[src/rtl/register_write_arbiter_if.sv]
// Write-port bus between requesters and the register write arbiter.
// Master side issues write requests; slave side drives the bank write port.
interface register_write_arbiter_if #(
    parameter int W      = 4,
    parameter int ADDR_W = 4,
    parameter int N      = 3
);
    logic [N-1:0]        req;
    logic [N*ADDR_W-1:0] req_addr;
    logic [N*W-1:0]      req_data;
    logic                clear_start;
    logic [N-1:0]        grant;
    logic                rf_write_enable;
    logic [ADDR_W-1:0]   rf_addr;
    logic [W-1:0]        rf_data;
    logic                busy;
    logic                clear_done;

    modport master (
        output req, req_addr, req_data, clear_start,
        input  grant, rf_write_enable, rf_addr, rf_data,
        input  busy, clear_done
    );

    modport slave (
        input  req, req_addr, req_data, clear_start,
        output grant, rf_write_enable, rf_addr, rf_data,
        output busy, clear_done
    );
endinterface

[src/rtl/register_write_arbiter.sv]
// Round-robin arbiter for the register bank write port.
// Also sequences a bank-wide clear that writes zero to every address.
module register_write_arbiter #(
    parameter int W      = 4,
    parameter int ADDR_W = 4,
    parameter int DEPTH  = 16,
    parameter int N      = 3
) (
    input logic                      clk,
    input logic                      reset_synchronous,
    register_write_arbiter_if.slave  bus
);
    localparam int PW    = (N > 1) ? $clog2(N) : 1;
    localparam int CNT_W = ADDR_W + 1;

    localparam logic [0:0] S_IDLE  = 1'b0;
    localparam logic [0:0] S_CLEAR = 1'b1;

    logic [0:0]        state;
    logic [CNT_W-1:0]  cnt;
    logic [CNT_W-1:0]  cnt_next;
    logic [PW-1:0]     rr_ptr;

    logic [N-1:0]      grant_q;
    logic              we_q;
    logic [ADDR_W-1:0] addr_q;
    logic [W-1:0]      data_q;
    logic              busy_q;
    logic              done_q;

    logic [N-1:0]      eff_req;
    logic              win_found;
    logic [PW-1:0]     win_idx;
    logic [PW-1:0]     scan_idx;
    logic [PW-1:0]     rr_next;
    logic [N-1:0]      win_onehot;
    logic [ADDR_W-1:0] win_addr;
    logic [W-1:0]      win_data;

    // Pick the first eligible requester scanning from rr_ptr; the current
    // grantee is masked so a held request cannot write twice in a row.
    always_comb begin
        eff_req   = bus.req & ~grant_q;
        win_found = 1'b0;
        win_idx   = '0;
        scan_idx  = '0;
        for (int k = 0; k < N; k++) begin
            scan_idx = PW'((int'(rr_ptr) + k) % N);
            if (!win_found && eff_req[scan_idx]) begin
                win_found = 1'b1;
                win_idx   = scan_idx;
            end
        end
    end

    // Winner's payload, one-hot grant and the pointer that follows it.
    always_comb begin
        win_onehot = N'(1) << win_idx;
        win_addr   = ADDR_W'(bus.req_addr >> (int'(win_idx) * ADDR_W));
        win_data   = W'(bus.req_data >> (int'(win_idx) * W));
        rr_next    = (win_idx == PW'(N - 1)) ? '0 : win_idx + 1'b1;
        cnt_next   = cnt + 1'b1;
    end

    // Control FSM and registered write-port outputs.
    always_ff @(posedge clk) begin
        if (reset_synchronous) begin
            state   <= S_IDLE;
            cnt     <= '0;
            rr_ptr  <= '0;
            grant_q <= '0;
            we_q    <= 1'b0;
            addr_q  <= '0;
            data_q  <= '0;
            busy_q  <= 1'b0;
            done_q  <= 1'b0;
        end else begin
            grant_q <= '0;
            done_q  <= 1'b0;
            unique case (state)
                S_IDLE: begin
                    if (bus.clear_start) begin
                        state  <= S_CLEAR;
                        cnt    <= '0;
                        we_q   <= 1'b1;
                        addr_q <= '0;
                        data_q <= '0;
                        busy_q <= 1'b1;
                    end else if (win_found) begin
                        grant_q <= win_onehot;
                        we_q    <= 1'b1;
                        addr_q  <= win_addr;
                        data_q  <= win_data;
                        rr_ptr  <= rr_next;
                    end else begin
                        we_q <= 1'b0;
                    end
                end
                S_CLEAR: begin
                    if (cnt < CNT_W'(DEPTH - 1)) begin
                        cnt    <= cnt_next;
                        we_q   <= 1'b1;
                        addr_q <= cnt_next[ADDR_W-1:0];
                        data_q <= '0;
                    end else begin
                        state  <= S_IDLE;
                        we_q   <= 1'b0;
                        busy_q <= 1'b0;
                        done_q <= 1'b1;
                    end
                end
                default: begin
                    state <= S_IDLE;
                end
            endcase
        end
    end

    assign bus.grant           = grant_q;
    assign bus.rf_write_enable = we_q;
    assign bus.rf_addr         = addr_q;
    assign bus.rf_data         = data_q;
    assign bus.busy            = busy_q;
    assign bus.clear_done      = done_q;
endmodule

[src/flat_wrapper.sv]
// flat-port wrapper written by rule: the top's interface ports become plain ports
module register_write_arbiter_flat 
#(
    parameter int W      = 4,
    parameter int ADDR_W = 4,
    parameter int DEPTH  = 16,
    parameter int N      = 3
)
  (clk, reset_synchronous, bus_req, bus_req_addr, bus_req_data, bus_clear_start, bus_grant, bus_rf_write_enable, bus_rf_addr, bus_rf_data, bus_busy, bus_clear_done);
  register_write_arbiter_if #(.W(W), .ADDR_W(ADDR_W), .N(N)) bus_i ();
  input logic clk;
  input logic reset_synchronous;
  input wire logic [$bits(bus_i.req)-1:0] bus_req;
  input wire logic [$bits(bus_i.req_addr)-1:0] bus_req_addr;
  input wire logic [$bits(bus_i.req_data)-1:0] bus_req_data;
  input wire logic [$bits(bus_i.clear_start)-1:0] bus_clear_start;
  output wire logic [$bits(bus_i.grant)-1:0] bus_grant;
  output wire logic [$bits(bus_i.rf_write_enable)-1:0] bus_rf_write_enable;
  output wire logic [$bits(bus_i.rf_addr)-1:0] bus_rf_addr;
  output wire logic [$bits(bus_i.rf_data)-1:0] bus_rf_data;
  output wire logic [$bits(bus_i.busy)-1:0] bus_busy;
  output wire logic [$bits(bus_i.clear_done)-1:0] bus_clear_done;
  assign bus_i.req = bus_req;
  assign bus_i.req_addr = bus_req_addr;
  assign bus_i.req_data = bus_req_data;
  assign bus_i.clear_start = bus_clear_start;
  assign bus_grant = bus_i.grant;
  assign bus_rf_write_enable = bus_i.rf_write_enable;
  assign bus_rf_addr = bus_i.rf_addr;
  assign bus_rf_data = bus_i.rf_data;
  assign bus_busy = bus_i.busy;
  assign bus_clear_done = bus_i.clear_done;
  register_write_arbiter #(.W(W), .ADDR_W(ADDR_W), .DEPTH(DEPTH), .N(N)) u_core (.clk(clk), .reset_synchronous(reset_synchronous), .bus(bus_i));
endmodule
[config.mk]
export PLATFORM = sky130hd
export DESIGN_NAME = register_write_arbiter_flat
export DESIGN_NICKNAME = d
export VERILOG_FILES = /design/src/rtl/register_write_arbiter_if.sv /design/src/rtl/register_write_arbiter.sv /design/src/flat_wrapper.sv
export SDC_FILE = /design/constraint.sdc
export NUM_CORES = 1
export LEC_CHECK = 0
export BUFFER_PORTS_ARGS = -buffer_cell sky130_fd_sc_hd__buf_2
export CAP_MARGIN = 0
export CORE_AREA = 8 8 93 70
export CTS_CLUSTER_DIAMETER = 40
export DETAILED_ROUTE_END_ITERATION = 12
export DIE_AREA = 0 0 101 78
export GPL_ROUTABILITY_DRIVEN = 0
export PLACE_DENSITY = 0.56
export SLEW_MARGIN = 40
export SYNTH_ARGS = -nofsm -noshare
export SYNTH_HDL_FRONTEND = slang
export SYNTH_SLANG_ARGS = --single-unit
[constraint.sdc]
create_clock -name clk -period 2.27 [get_ports clk]
set_input_delay 0 -clock clk [delete_from_list [all_inputs] [get_ports clk]]
set_output_delay 0 -clock clk [all_outputs]
set_load 0.01 [all_outputs]
Yosys cells after proc, flatten, opt, wreduce, memory -nomap -nowiden
Index checks and enable logic that the tools add are counted.
{ "totals": {"word_cells": 77, "output_inout_bits": 14, "ff_bits": 22} }
{ "classes": {"shift": 3, "n_div": 3, "bitwise_logic": 5, "n_addsub": 4, "order_cmp": 4, "muxes": 34, "n_reduce_logical": 10, "eq_ne": 5} }
{ "ops": {"columns": ["op", "count"], "rows": [
  ["$mod A32 B3 Y32 const B", 2],
  ["$mod A3 B3 Y32 const B", 1],
  ["$mux W4", 6],
  ["$shr A12 B4 Y4", 2],
  ["$pmux W4 S2", 2],
  ["$mux W1", 13],
  ["$mux W5", 2],
  ["$pmux W5 S2", 1],
  ["$lt A2 B3 Y1 const B", 3],
  ["$mux W2", 4],
  ["$bmux W1 S2", 3],
  ["$ne A2 B2 Y1 const B", 3],
  ["$pmux W1 S2", 3],
  ["$reduce_and A2 Y1", 3],
  ["$add A5 B1 Y5 const B", 1],
  ["$lt A5 B4 Y1 const B", 1],
  ["$reduce_or A4 Y1", 1],
  ["$add A2 B1 Y3 const B", 1],
  ["$add A2 B2 Y3 const B", 1],
  ["$and A3 B3 Y3", 1],
  ["$ne A3 B2 Y1 const B", 1],
  ["$not A1 Y1", 3],
  ["$not A3 Y3", 1],
  ["$reduce_and A3 Y1", 1],
  ["other kinds (6)", 8]
]} }

Longest topological paths before layout
Gate-level depths: netlist of run 1.
{ "depth": {"ltp_word": 15, "mapped_depth": 10} }

Least setup slack after synthesis of run 1
Ideal clock, no wire load.
{ "synth_timing": {"path_kind": "register -> register", "start": "register u_core.rr_ptr[0]", "end": "register u_core.data_q[0] (netlist: u_core.bus.rf_data[0])", "n_path_buf": 1, "path_stages_with_launch": 10, "arrival_time_ns": 2.269, "t_required_ns": 2.148, "setup_slack_ns": -0.121, "period_less_slack_ns": 2.391, "path_cell_list": "dfxtp_1 > inv_1 > ha_1 > buf_6 > or4b_4 > nand4_4 > nor3_1 > o2111ai_1 > o2bb2ai_1 > a221o_1"} }
{ "synth_between": {"elab_chain_len": 14, "word_cells_on_any_way": 27} }
{ "synth_lines": {"columns": ["item", "line_no", "text"], "rows": [
  ["start: declaration", "register_write_arbiter.sv:22", "logic [PW-1:0] rr_ptr;"],
  ["start signal: assignment", "register_write_arbiter.sv:94", "rr_ptr <= rr_next;"],
  ["branches (longest 14 deep; another with $mod A32 B3 Y32)", null, null],
  ["end signal: assignment", "register_write_arbiter.sv:93", "data_q <= win_data;"],
  ["end: declaration", "register_write_arbiter.sv:27", "logic [W-1:0] data_q;"]
]} }
Several ways; the timed one is not identified. The select of a mux whose other input is x is not followed.
A chain may end at the register's enable or synchronous reset.

Worst setup path after layout of run 1
{ "layout_timing": {"start": "register u_core.rr_ptr[0]", "end": "register u_core.data_q[2] (netlist: u_core.bus.rf_data[2])"} }
Same word-level chain as after synthesis.

==> results.cfg, run 1 <==
[pwr]
seqPwrFrac_pct = 35.7
peakVddDrop_uv = 297
swShare_pct = 33.3
p_int_w = 0.000830
netSwitchingPower_w = 0.000413
p_leak_nw = 0.865
pwr-share-comb_pct = 41.3
powerDensity_mw_per_mm2 = 614
pwr-share-clk_pct = 23.0

[run]
maxCapViolations = 0

[drt]
drt_iter0_markers = 90
firstDrtPassIters = 5
wl_per_cell_um = 14.6
wl_um = 4210
viasPerCell = 4.84
drc = 0
postRouteAntennaNets = 0
routed-via-count = 1395

[final_layout]
syn_to_final_growth_pct = 42.6
stdcell_count = 288
final_cell_mix = buf_2, dfxtp_1, nand2_1
final_common_cell = buf_2
n_antenna_cell = 0
fin_nets = 251
fillCellCount = 524
drive_gt1_share_pct = 43.5

[yosys]
syn_area_per_cell_um2 = 9.33
synth-async-reset-ratio_pct = 0
netlist_area_mm2 = 0.00142
synth.yosys.seq_area_share_pct = 31.0
synth_warnings = 0
synthesis.nets = 186
synth_edf_count = 0
syn_inst = 152
synth_ff_type = dfxtp_1
ys_ff_latch = 22
yosysUniqueCellTypes = 54

[worst_setup_path]
crit_path_start = u_core.rr_ptr[0]
worstReg2RegStart = u_core.rr_ptr[0]
end_kind = flip-flop
r2r_end = u_core.bus.rf_data[2]
r2r_slack_ns = -0.06
critPathArrivalTime_ns = 2.50
cp-start-kind = flip-flop
reg2reg_depth = 9
critPathRequiredTime_ns = 2.43
crit_fanout = 6
crit_type = reg2reg

[cts]
cts.path.max_buffers = 2
clock_sinks = 22
root_buffer = clkbuf_8
tritoncts = built
cts_max_level = 1
path_clk_slew_ns = 0.09
cts_made_buffers = 3
clk_latency_ns = 0.27

[die]
core_area_mm2 = 0.00506
rows = 22
boundaryPins = 44
start_util_pct = 28.0
die-area_mm2 = 0.00788
die_h_um = 78
die_width_um = 101

[run_status]
status = complete, but fails checks
violations = negative setup slack

[global_routing]
grt_max_degree = 18
grt_overflow = 0
grt_pass1_wl_um = 6840
grt_usage_pct = 10.7
grt_pass1_vias = 1347
grt_antenna_before_repair = 0

[place]
io_buffer_count = 43
hpwl_um = 3160
preCtsSetupSlack_ns = -0.0644
dp_cells = 269

[min_path]
worstHoldEndpoint = u_core.bus.rf_data[1]
min-delay-start = bus_req_data[9]
hold_path_class = in2reg
min_path_cells = 4

[sta]
hold_viol = 0
report.final.slew_viol_count = 0
setup_ws_ns = -0.0645
fin_crit_sh_pct = 103
relSlewSlack_pct = 72.6
rsz0062_at_grt = yes
skew_ns = 0.00889
setup_viol = 5
worst_hold_slack_ns = 0.0744
min_period_ns = 2.33
clock.fmax_mhz = 428
worstMarginPinSlew_ns = 0.410
## power groups by stage
stage          Sequential [W]  Clock (W)  Combinational, W
2_1_floorplan        0.000459          0          0.000299
3_3_place_gp         0.000453          0          0.000443
3_5_place_dp         0.000452          0          0.000443
4_1_cts              0.000443   0.000293          0.000465
5_1_grt              0.000448   0.000308          0.000558
6_report             0.000444   0.000286          0.000513
## how the worst max path moves through the flow
stage | slack, ns | endpoint | depth (start not counted)
floorplan | 0.01 | u_core.bus.rf_data[0] | 9
global placement | -0.05 | u_core.bus.rf_data[1] | 8
detailed placement | -0.06 | u_core.bus.rf_data[2] | 8
CTS | -0.02 | u_core.bus.rf_data[2] | 8
global route | -0.14 | u_core.bus.rf_data[0] | 9
finish | -0.06 | u_core.bus.rf_data[2] | 9
## cell families (layout without fill, tap and decap cells)
logic type,count (synthesis),count (layout),share of synthesized area [%]
AOI/OAI and AO/OA,49,49,30.0
xor gates and xnor gates,2,2,1.23
adders and majority gates,4,4,3.53
buffers and inverters,12,76,4.06
DFF,22,22,31.0
muxes,4,4,2.82
and+or+nand+nor,59,59,27.3
## per-stage QoR
stage	power (W)	cell area, um^2	util, %	setup TNS (ns)
floorplan	0.000758	1450	-	0
global placement	0.000896	1780	35.1	-0.224
detailed placement	0.000894	1780	35.1	-0.343
CTS	0.00120	1940	38.3	-0.0688
global route	0.00131	2020	39.9	-0.916
finish	0.00124	2020	39.9	-0.249
## synthesized netlist by cell type, types with 3 or more instances
master | number | area, um^2
o2bb2ai_1 | 4 | 35.0
a21o_1 | 3 | 22.5
ha_1 | 4 | 50.1
a221o_1 | 4 | 40.0
nor3b_1 | 3 | 22.5
a211oi_1 | 4 | 30.0
inv_1 | 5 | 18.8
nand2b_1 | 4 | 25.0
or4bb_1 | 3 | 33.8
dfxtp_1 | 22 | 440
a311oi_1 | 5 | 43.8
a31oi_1 | 3 | 18.8
mux2i_1 | 4 | 40.0
nand2_1 | 14 | 52.6
a21oi_1 | 10 | 50.1
nor2_1 | 13 | 48.8
## worst max-delay path: stages, from the launching register on
cell       delay, ns
dfxtp_2         0.36
inv_2           0.06
ha_4            0.26
or4bb_1         0.55
nand4_4         0.18
o41ai_4         0.11
buf_4           0.17
and2_4          0.17
o2bb2ai_1       0.11
a221o_1         0.26
## timing repair
action / CTS / global route
cloned: 0 / 1
pin swaps: 6 / 12
hold endpoints to repair: 4 / 0
hold buffers: 8 / 0
gates resized for setup: 4 / 14
buffers inserted: 2 / 4
endpoints found under the setup margin: 9 / 9
## layout make-up
type	count	area, um^2	share of cell area (%)
sequential	22	445	22.0
timing repair buffer	66	419	20.7
multi-input combinational	118	991	49.0
clock buffer	4	55.1	2.72
inverter	6	22.5	1.11
tap	72	90.1	4.45
## sequential cells by signal (all words and copies together), names as in the netlist
signal	count
u_core.bus.busy	1
u_core.cnt	5
u_core.bus.rf_data	4
u_core.state	1
u_core.bus.grant	3
u_core.bus.rf_addr	4
u_core.bus.rf_write_enable	1
u_core.bus.clear_done	1
u_core.rr_ptr	2
## layer usage
metal	vias to the layer above	share of wire, %	track usage, %
met2	38	44	16.6
met5	-	0	0
met3	2	4.9	3.21
met1	646	50	14.6
met4	0	0.45	0.889
li1	709	-	-
Note: power is estimated with default switching activity, not from simulation.
==> run 2: changes to the inputs <==
--- a/config.mk
+++ b/config.mk
@@ -7,12 +7,12 @@
 export LEC_CHECK = 0
 export BUFFER_PORTS_ARGS = -buffer_cell sky130_fd_sc_hd__buf_2
 export CAP_MARGIN = 0
-export CORE_AREA = 8 8 93 70
+export CORE_AREA = 8 8 76 58
 export CTS_CLUSTER_DIAMETER = 40
 export DETAILED_ROUTE_END_ITERATION = 12
-export DIE_AREA = 0 0 101 78
+export DIE_AREA = 0 0 84 66
 export GPL_ROUTABILITY_DRIVEN = 0
-export PLACE_DENSITY = 0.56
+export PLACE_DENSITY = 0.79
 export SLEW_MARGIN = 40
 export SYNTH_ARGS = -nofsm -noshare
 export SYNTH_HDL_FRONTEND = slang
==> run 2 against run 1 <==
  * The run still ends with negative setup slack left
  * Fmax is 2.6% higher
  * Final cell count is 10% lower
  * Total power is 1.1% higher
  * Sequential power hardly changed
  * Clock power is 3% lower
  * Non-clock buffer count is 3 higher
  * Core utilization is 20 points higher
  * Flip-flop and latch count stayed put
  * Via count is 3.0% higher
  * First-iteration DRC count is 44% higher
  * Wire length is 1.3% lower
  * Clock-buffer cell count stayed put
  * Critical path type unchanged
  * Critical endpoint is now u_core.bus.rf_data[3]
  * Largest power group unchanged
==> results.cfg, run 2 (same netlist as run 1, synthesis figures left out) <==
[run_status]
status = complete, but fails checks
violations = negative setup slack

[cts]
root_buffer = clkbuf_8
clk_latency_ns = 0.27
clock_sinks = 22
cts.path.max_buffers = 2
cts_made_buffers = 3
tritoncts = built
path_clk_slew_ns = 0.08
cts_max_level = 1

[global_routing]
grt_usage_pct = 14.6
grt_max_degree = 18
grt_pass1_vias = 1414
grt_pass1_wl_um = 6690
grt_overflow = 0
grt_antenna_before_repair = 0

[final_layout]
drive_gt1_share_pct = 43.4
area.sequential_um2 = 445
regMostFlops = u_core.cnt
n_antenna_cell = 0
fin_nets = 254
final_cell_mix = buf_2, dfxtp_1, buf_4
syn_to_final_growth_pct = 40.6
fillCellCount = 269
utilization_pct = 60.2
largest_reg_flops = 5
final_common_cell = buf_2
multiInputGateArea_um2 = 978

[die]
die_width_um = 84
die-area_mm2 = 0.00554
start_util_pct = 42.9
die_h_um = 66
rows = 18
boundaryPins = 44
core_area_mm2 = 0.00331

[pwr]
powerDensity_mw_per_mm2 = 630
p_leak_nw = 0.880
peakVddDrop_uv = 399

[sta]
min_period_ns = 2.28
worst_hold_slack_ns = 0.0690
setup_ws_ns = -0.00531
fin_crit_sh_pct = 100
worstMarginPinSlew_ns = 0.404
relSlewSlack_pct = 72.7
hold_viol = 0
report.final.slew_viol_count = 0
clock.fmax_mhz = 440
setup_viol = 2
skew_ns = 0.00934
rsz0062_at_grt = yes

[drt]
wl_um = 4160
drt_iter0_markers = 130
viasPerCell = 5.55
firstDrtPassIters = 5
drc = 0
routed-via-count = 1437
postRouteAntennaNets = 0
wl_per_cell_um = 16.1

[run]
maxCapViolations = 0

[worst_setup_path]
critPathRequiredTime_ns = 2.42
crit_path_start = u_core.rr_ptr[1]
critPathArrivalTime_ns = 2.42
r2r_end = u_core.bus.rf_data[3]
reg2reg_depth = 8
cp-start-kind = flip-flop
worstReg2RegStart = u_core.rr_ptr[1]
crit_type = reg2reg
crit_fanout = 7
r2r_slack_ns = -0.005
end_kind = flip-flop

[min_path]
hold_path_class = in2reg
min-delay-start = bus_clear_start
min_path_cells = 3
worstHoldEndpoint = u_core.bus.busy

[place]
hpwl_um = 3030
io_buffer_count = 43
-- run 2: cell types whose count changed in the layout (fill, tap and decap cells not counted) --
cell	previous run	this run
and4_4	0	1
buf_12	0	1
buf_4	12	17
and2_4	1	0
nor4bb_2	1	0
a211oi_1	0	1
or3b_1	0	1
and4_1	1	0
nor4bb_1	1	2
a211oi_2	4	3
or3b_4	1	0
and2_2	0	1
buf_6	3	0
-- run 2: cell type report --
class                      instances  share of cell area, %
multi-input combinational        118                   49.1
tap                               40                   2.51
clock buffer                       4                   2.76
sequential                        22                   22.3
inverter                           6                   1.13
timing repair buffer              69                   22.2
-- run 2: worst max-delay path by stage --
stage                       endpoint  slack (ns)
3_3_place_gp   u_core.bus.rf_data[1]       -0.02
5_1_grt        u_core.bus.rf_data[3]       -0.08
4_1_cts        u_core.bus.rf_data[0]       -0.02
2_1_floorplan  u_core.bus.rf_data[0]        0.01
6_report       u_core.bus.rf_data[3]      -0.005
3_5_place_dp   u_core.bus.rf_data[3]       -0.11
-- run 2: critical path, cell delays in order, from the launching register on --
cell	delay (ns)
dfxtp_4	0.38
inv_1	0.05
ha_2	0.21
or4bb_1	0.56
nand4_4	0.18
nor3_2	0.08
o2111ai_2	0.33
o2bb2ai_1	0.12
a221o_1	0.28
-- run 2: power breakdown --
part	switching (W)	internal [W]	total [W]
clock	0.000123	0.000155	0.000278
sequential	0.0000258	0.000417	0.000443
combinational	0.000266	0.000270	0.000536
total	0.000415	0.000842	0.00126
-- run 2: metrics by stage --
stage / TNS (ns) / total power (W) / area (um^2) / worst slack (ns) / instances
after CTS: -0.0380 / 0.00123 / 1950 / -0.0198 / 257
after detailed placement: -0.458 / 0.000906 / 1750 / -0.106 / 239
after global routing: -0.453 / 0.00132 / 1990 / -0.0761 / 259
final: -0.00765 / 0.00126 / 1990 / -0.00531 / 259
after global placement: -0.0768 / 0.000898 / 1750 / -0.0204 / 239
after floorplan: 0 / 0.000758 / 1450 / 0.0133 / 152
-- run 2: what timing repair did --
item / in CTS / in global routing
endpoints found under the setup margin: 9 / 10
endpoints found under the hold margin: 4 / 0
setup buffers: 6 / 2
resized for setup: 4 / 7
hold buffers: 8 / 0
pin swaps: 8 / 5
-- run 2: layer usage --
layer	GRT usage (%)	vias to the layer above	wire length (um)
li1	-	722	-
met1	20.1	661	2190
met2	21.2	49	1660
met3	4.80	5	270
met4	3.86	0	38
met5	0	-	0
